`config.mk`:
```
export PLATFORM = sky130hd
export DESIGN_NAME = seq_detector_param
export DESIGN_NICKNAME = d
export VERILOG_FILES = /design/src/rtl/seq_det_pkg.sv /design/src/rtl/seq_det_sat_counter.sv /design/src/rtl/seq_detector_param.sv
export SDC_FILE = /design/constraint.sdc
export NUM_CORES = 1
export LEC_CHECK = 0
export CORE_AREA = 2 2 39 41
export DETAILED_ROUTE_END_ITERATION = 10
export DIE_AREA = 0 0 41 43
export GPL_ROUTABILITY_DRIVEN = 1
export PLACE_DENSITY = 0.54
export SLEW_MARGIN = 40
export SYNTH_ARGS = -nofsm -noshare
export SYNTH_HDL_FRONTEND = slang
export SYNTH_SLANG_ARGS = --single-unit
```
`constraint.sdc`:
```
create_clock -name clk -period 2.5 [get_ports clk]
set_input_delay 0.5 -clock clk [delete_from_list [all_inputs] [get_ports clk]]
set_output_delay 0.5 -clock clk [all_outputs]
set_load 0.02 [all_outputs]
```
`src/rtl/seq_det_pkg.sv`:
```
// Shared types and elaboration-time helpers for the parametrised sequence detector.
// The helpers build the KMP-style transition table, so no search logic exists at runtime.
package seq_det_pkg;

    localparam int unsigned MAX_SEQ_LEN = 16;

    typedef enum logic {
        NON_OVERLAP = 1'b0,
        OVERLAP     = 1'b1
    } seq_mode_t;

    // Returns the matched-prefix length after bit b arrives in state k.
    // Bit 0 of the stream is pattern[len-1].
    function automatic int next_state(
        input logic [MAX_SEQ_LEN-1:0] pattern,
        input int                     len,
        input int                     k,
        input logic                   b
    );
        logic [MAX_SEQ_LEN:0] s;
        int                   res;
        logic                 found;
        logic                 ok;
        s     = '0;
        res   = 0;
        found = 1'b0;
        for (int j = 0; j < k; j++) begin
            s[j] = pattern[len-1-j];
        end
        s[k] = b;
        if (k < len && b == pattern[len-1-k]) begin
            res   = k + 1;
            found = 1'b1;
        end
        // Longest pattern prefix that is a suffix of s[0..k]; l <= k keeps it proper.
        for (int l = k; l >= 1; l--) begin
            if (!found) begin
                ok = 1'b1;
                for (int i = 0; i < l; i++) begin
                    if (pattern[len-1-i] != s[k+1-l+i]) begin
                        ok = 1'b0;
                    end
                end
                if (ok) begin
                    res   = l;
                    found = 1'b1;
                end
            end
        end
        return res;
    endfunction

    // Length of the longest proper border (prefix that is also a suffix).
    function automatic int border_len(
        input logic [MAX_SEQ_LEN-1:0] pattern,
        input int                     len
    );
        int   res;
        logic found;
        logic ok;
        res   = 0;
        found = 1'b0;
        for (int l = len - 1; l >= 1; l--) begin
            if (!found) begin
                ok = 1'b1;
                for (int i = 0; i < l; i++) begin
                    if (pattern[len-1-i] != pattern[l-1-i]) begin
                        ok = 1'b0;
                    end
                end
                if (ok) begin
                    res   = l;
                    found = 1'b1;
                end
            end
        end
        return res;
    endfunction

endpackage

```
`src/rtl/seq_det_sat_counter.sv`:
```
// Saturating up-counter with enable and synchronous active-low clear.
module seq_det_sat_counter #(
    parameter int unsigned W = 8
) (
    input  logic         clk,
    input  logic         i_clr_n,
    input  logic         i_en,
    output logic [W-1:0] o_cnt
);

    localparam logic [W-1:0] MAX_VAL = {W{1'b1}};

    logic [W-1:0] r_cnt;

    always_ff @(posedge clk) begin
        if (!i_clr_n) begin
            r_cnt <= '0;
        end else if (i_en && r_cnt != MAX_VAL) begin
            r_cnt <= r_cnt + W'(1);
        end
    end

    assign o_cnt = r_cnt;

endmodule

```
`src/rtl/seq_detector_param.sv`:
```
// Parametrised Moore serial sequence detector with valid qualifier.
// Optional saturating match counter enabled by `define SEQ_DET_MATCH_CNT_EN.
module seq_detector_param #(
    parameter int unsigned             SEQ_LEN = 5,
    parameter logic [SEQ_LEN-1:0]      PATTERN = 5'b11001,
    parameter int unsigned             OVERLAP = 0,
    parameter int unsigned             CNT_W   = 8
) (
    input  logic             clk,
    input  logic             reset,
    input  logic             in_valid,
    input  logic             in,
    output logic             out,
    output logic [CNT_W-1:0] match_cnt
);
    import seq_det_pkg::*;

    localparam int unsigned ST_W  = $clog2(SEQ_LEN + 1);
    localparam int unsigned TBL_W = 2 * (SEQ_LEN + 1) * ST_W;

    localparam seq_mode_t MODE = (OVERLAP != 0) ? seq_det_pkg::OVERLAP
                                                : seq_det_pkg::NON_OVERLAP;
    localparam int unsigned   BORDER = border_len(MAX_SEQ_LEN'(PATTERN), SEQ_LEN);
    localparam logic [ST_W-1:0] DETECT = ST_W'(SEQ_LEN);

    generate
        if (SEQ_LEN < 2 || SEQ_LEN > MAX_SEQ_LEN) begin : g_bad_len
            $error("seq_detector_param: SEQ_LEN out of range 2..16");
        end
    endgenerate

    // Entry (2*k + b) holds the next state; DETECT reuses the border or idle row.
    function automatic logic [TBL_W-1:0] build_tbl();
        logic [TBL_W-1:0] t;
        int               src;
        t = '0;
        for (int k = 0; k <= int'(SEQ_LEN); k++) begin
            src = k;
            if (k == int'(SEQ_LEN)) begin
                src = (MODE == seq_det_pkg::OVERLAP) ? int'(BORDER) : 0;
            end
            for (int b = 0; b < 2; b++) begin
                t[(2*k+b)*ST_W +: ST_W] =
                    ST_W'(next_state(MAX_SEQ_LEN'(PATTERN), SEQ_LEN, src, b[0]));
            end
        end
        return t;
    endfunction

    localparam logic [TBL_W-1:0] TBL = build_tbl();

    logic [ST_W-1:0] r_state;
    logic            r_out;
    logic [ST_W-1:0] w_next;

    // Next-state lookup; unreachable encodings recover to idle.
    always_comb begin
        w_next = r_state;
        if (r_state > DETECT) begin
            w_next = '0;
        end else if (in_valid) begin
            w_next = TBL[(2 * 32'(r_state) + 32'(in)) * ST_W +: ST_W];
        end
    end

    always_ff @(posedge clk) begin
        if (!reset) begin
            r_state <= '0;
            r_out   <= 1'b0;
        end else begin
            r_state <= w_next;
            r_out   <= (w_next == DETECT);
        end
    end

    assign out = r_out;

`ifdef SEQ_DET_MATCH_CNT_EN
    logic w_hit;

    // A valid bit landing in DETECT is a new match, including DETECT->DETECT.
    assign w_hit = in_valid && (r_state <= DETECT) && (w_next == DETECT);

    seq_det_sat_counter #(
        .W (CNT_W)
    ) u_cnt (
        .clk     (clk),
        .i_clr_n (reset),
        .i_en    (w_hit),
        .o_cnt   (match_cnt)
    );
`else
    assign match_cnt = '0;
`endif

endmodule

```
==> results.txt <==
The number of buffers created by CTS came out at 3. CTS built an H-tree with a depth of 1. The number of synthesized flops with an enable pin came out at 0.

The number of detailed-route iterations in the first pass came out at 2. The synthesized design spends more area on one cell type than any other, namely sky130_fd_sc_hd__dfxtp_1. The number of cells on the worst reg-to-reg path is 4. The chip width is 41 um. The post-placement worst setup slack is 0.5995 ns.

The die footprint came out at 1763 um^2. For this design the ratio of total power to cell area is around 520 nW/um^2. Walking the worst path, the cells encountered are clkdlybuf4s50_1 -> inv_1 -> ha_1 -> nor2b_1 -> o21ai_1 -> o211ai_1 -> nor3b_1. The post-CTS clock slew at the launch and capture registers of the worst setup and hold paths is 0.04 ns. Post-CTS repair changed the size of 0 cells. The repair_antennas step left the layout with diodes totalling 0. The effective utilization at floorplan came out at roughly a fifth. The endpoint arrival time on the critical path came out at between 1.5 and 2 ns. The footprint of the flip-flops and latches is 80.08 um^2. The sum of net half-perimeters after detailed placement is 328.4 um.

Among all flip-flop cells after synthesis, the most frequent one is sky130_fd_sc_hd__dfxtp_1. The remaining number of nets flagged by the antenna check after routing is 0. Summed over all layers, the global routing overflow is 0. The largest single stage delay on the critical path is 0.53 ns. Setup repair after global routing left no endpoint under its margin. The number of global-route vias before repair came to 179.

The floorplan has 14 rows. The share of synthesized area occupied by flip-flops and latches is 27.47%. The worst-skew pair later-pin latency is 0.23 ns. The share of final-layout standard cells stronger than drive strength 1 came out at 10.26%. The initial antenna violation count came out at 0.

For the final database, setup skew stands at 0.005899 ns. The area added between synthesis and finish is 16.74%. The maximum clock path buffer count is 2. The worst setup path is of the primary input to flip-flop kind. The port buffer count came out at 4.

The worst hold path belongs to the class flip-flop to flip-flop. The maximum number of pins on one net before global-route repair came out at 8. The worst setup path is launched from a primary input. In this run the count of I/O pins placed on the die edge is 13.

The endpoint identified for the worst register-to-register timing path is r_state[1]. Wires add up to roughly 430 um. The number of maximum-capacitance violations came out at 0.

The leakage power came out at 0.1444 nW. The final count of hold timing violations is 0. The worst hold path was traced through 2 stages. In this run the biggest area consumer among cell types represents 27.47% of the synthesized area. The post-layout minimum cycle time is 1.672 ns. In this run the worst path has a maximum fanout of 4.

IR analysis of the VDD net gives a maximum drop of 180.0 uV. Counting both buffers and inverters, the worst setup path holds a total of 2. The routed length per placed instance is about 7.8 um. The cell area after synthesis came out at 291.5 um^2. The flow ran to the end, and the final reports show no timing, DRC or antenna violations. The final hold slack is 0.5624 ns. The worst setup slack for register-to-register paths came out at ~1.3 ns. Ranked by total cell area, the synthesized netlist is headed by sky130_fd_sc_hd__dfxtp_1 (27%), sky130_fd_sc_hd__buf_4 (21%), sky130_fd_sc_hd__ha_1 (13%). The number of distinct library cells after synthesis is 18.

The wire length of the first global-routing pass is 676 um. Yosys printed 0 warnings. The buffers inserted during post-CTS setup optimization came out at 0.

The total negative slack for setup checks came out at 0 ns. After technology mapping, the gate count stands at 33. The detailed-route vias per instance is 3.927. The number of design rule violations left after detail routing came out at 0. The total number of clock tree sinks is 4.

The flip-flop and latch count after synthesis came out at 4. The path with the worst hold slack has its endpoint at r_state[2]. The number of DRC markers after the initial detailed-route iteration is 3. The footprint of the multi-input gates is 166.4 um^2. By count the netlist is led by sky130_fd_sc_hd__buf_4 (8), sky130_fd_sc_hd__dfxtp_1 (4), sky130_fd_sc_hd__ha_1 (3), sky130_fd_sc_hd__inv_1 (3), sky130_fd_sc_hd__nand3b_1 (2).

The number of buffers added to fix hold violations after cts came out at 0. The upper clock frequency limit is around 0.6 GHz. In this run the most critical hold path is launched from r_state[2].

The cell sitting at the root of the clock tree is a sky130_fd_sc_hd__clkbuf_4. The portion of the clock cycle consumed by the worst path in the final layout came out at between 60% and 70%. The slowest cell on the critical path is sky130_fd_sc_hd__clkdlybuf4s50_1. The count of nets after finishing is 48. Setup slack closes at 0.8279 ns. The critical path endpoint category is a flip-flop.

The die outline height is 43 um. The count of vias placed by the detailed router is 216. The combined global-route utilization of all metal layers is 6.325%. The total count of max-transition violations in the final report is 0.

The final setup violation count is 0. The required time of the critical path came out at 2.65 ns. Among all cell types in the netlist, the one instantiated most often is sky130_fd_sc_hd__buf_4. The top cell family by delay on the critical path is buffers and inverters. The startpoint identified for the worst register-to-register timing path is r_state[0].

For this run, asynchronously set or reset flops after synthesis account for 0%. The filler cells instantiated in the layout total roughly 150. The routability congestion estimate is around 0.75. The synthesized area divided by synthesized cell count came out at a little under 9 um^2. TritonCTS built the clock tree. In this run the standard cell core region covers 1384 um^2.
## sequential cells by signal, indices dropped and copies added (netlist names)
signal / cells
out: 1
r_state: 3
## layer usage
layer / wire (um) / vias up / global-route usage, %
met2: 218 / 7 / 7.500
met1: 195 / 102 / 6.752
met3: 17 / 0 / 6.283
met5: 0 / - / 0
met4: 0 / 0 / 4.000
li1: - / 107 / -
## worst register-to-register path, stage by stage, from the launching register on
cell                       delay (ns)
sky130_fd_sc_hd__dfxtp_1         0.39
sky130_fd_sc_hd__ha_1            0.18
sky130_fd_sc_hd__a21oi_1         0.06
sky130_fd_sc_hd__a311oi_1        0.35
sky130_fd_sc_hd__and2_1          0.17
## per-stage QoR
step / power (mW) / area (um^2) / util, % / std cells
2_1_floorplan: 0.09966 / 317.8 / - / 40
3_3_place_gp: 0.09925 / 317.8 / 22.97 / 52
3_5_place_dp: 0.09944 / 317.8 / 22.97 / 52
4_1_cts: 0.1827 / 340.3 / 24.59 / 55
5_1_grt: 0.1913 / 340.3 / 24.59 / 55
6_report: 0.1781 / 340.3 / 24.59 / 55
## layout make-up
cell class / count / share of cell area (%)
Tap cell: 16 / 5.882
Sequential cell: 4 / 23.53
Clock buffer: 3 / 6.618
Inverter: 3 / 3.309
Timing Repair Buffer: 4 / 11.76
Multi-Input combinational cell: 25 / 48.90
## cell families after synthesis
logic type | share of synthesized area [%]
mux | 3.434
simple gates | 18.46
other cells | 1.286
buf+inv | 24.46
fa+ha+maj | 12.88
flops | 27.47
compound gates | 12.02
## power breakdown
part | internal [mW] | switching, mW
Combinational | 0.0105 | 0.0196
Sequential | 0.0661 | 0.00252
Clock | 0.0536 | 0.0258
Total | 0.130 | 0.0479
## layout by cell type, fill, tap and decap left out, drive strengths merged, types with 2 or more instances in the layout
cell type,netlist,routed
clkbuf,0,3
nand3b,2,2
inv,3,3
clkdlybuf4s50,0,4
a21oi,2,2
dfxtp,4,4
ha,3,3
conb,1,8
## worst max-delay path by stage
stage / start / to / slack, ns / cells after the start
finish: in / out / 0.83 / 7
floorplan: in / out / 1.25 / 6
detailed placement: in / out / 0.60 / 7
global placement: in / out / 0.61 / 7
CTS: in / out / 0.85 / 7
global route: in / out / 0.76 / 7
(Power assumes the default switching activity.)
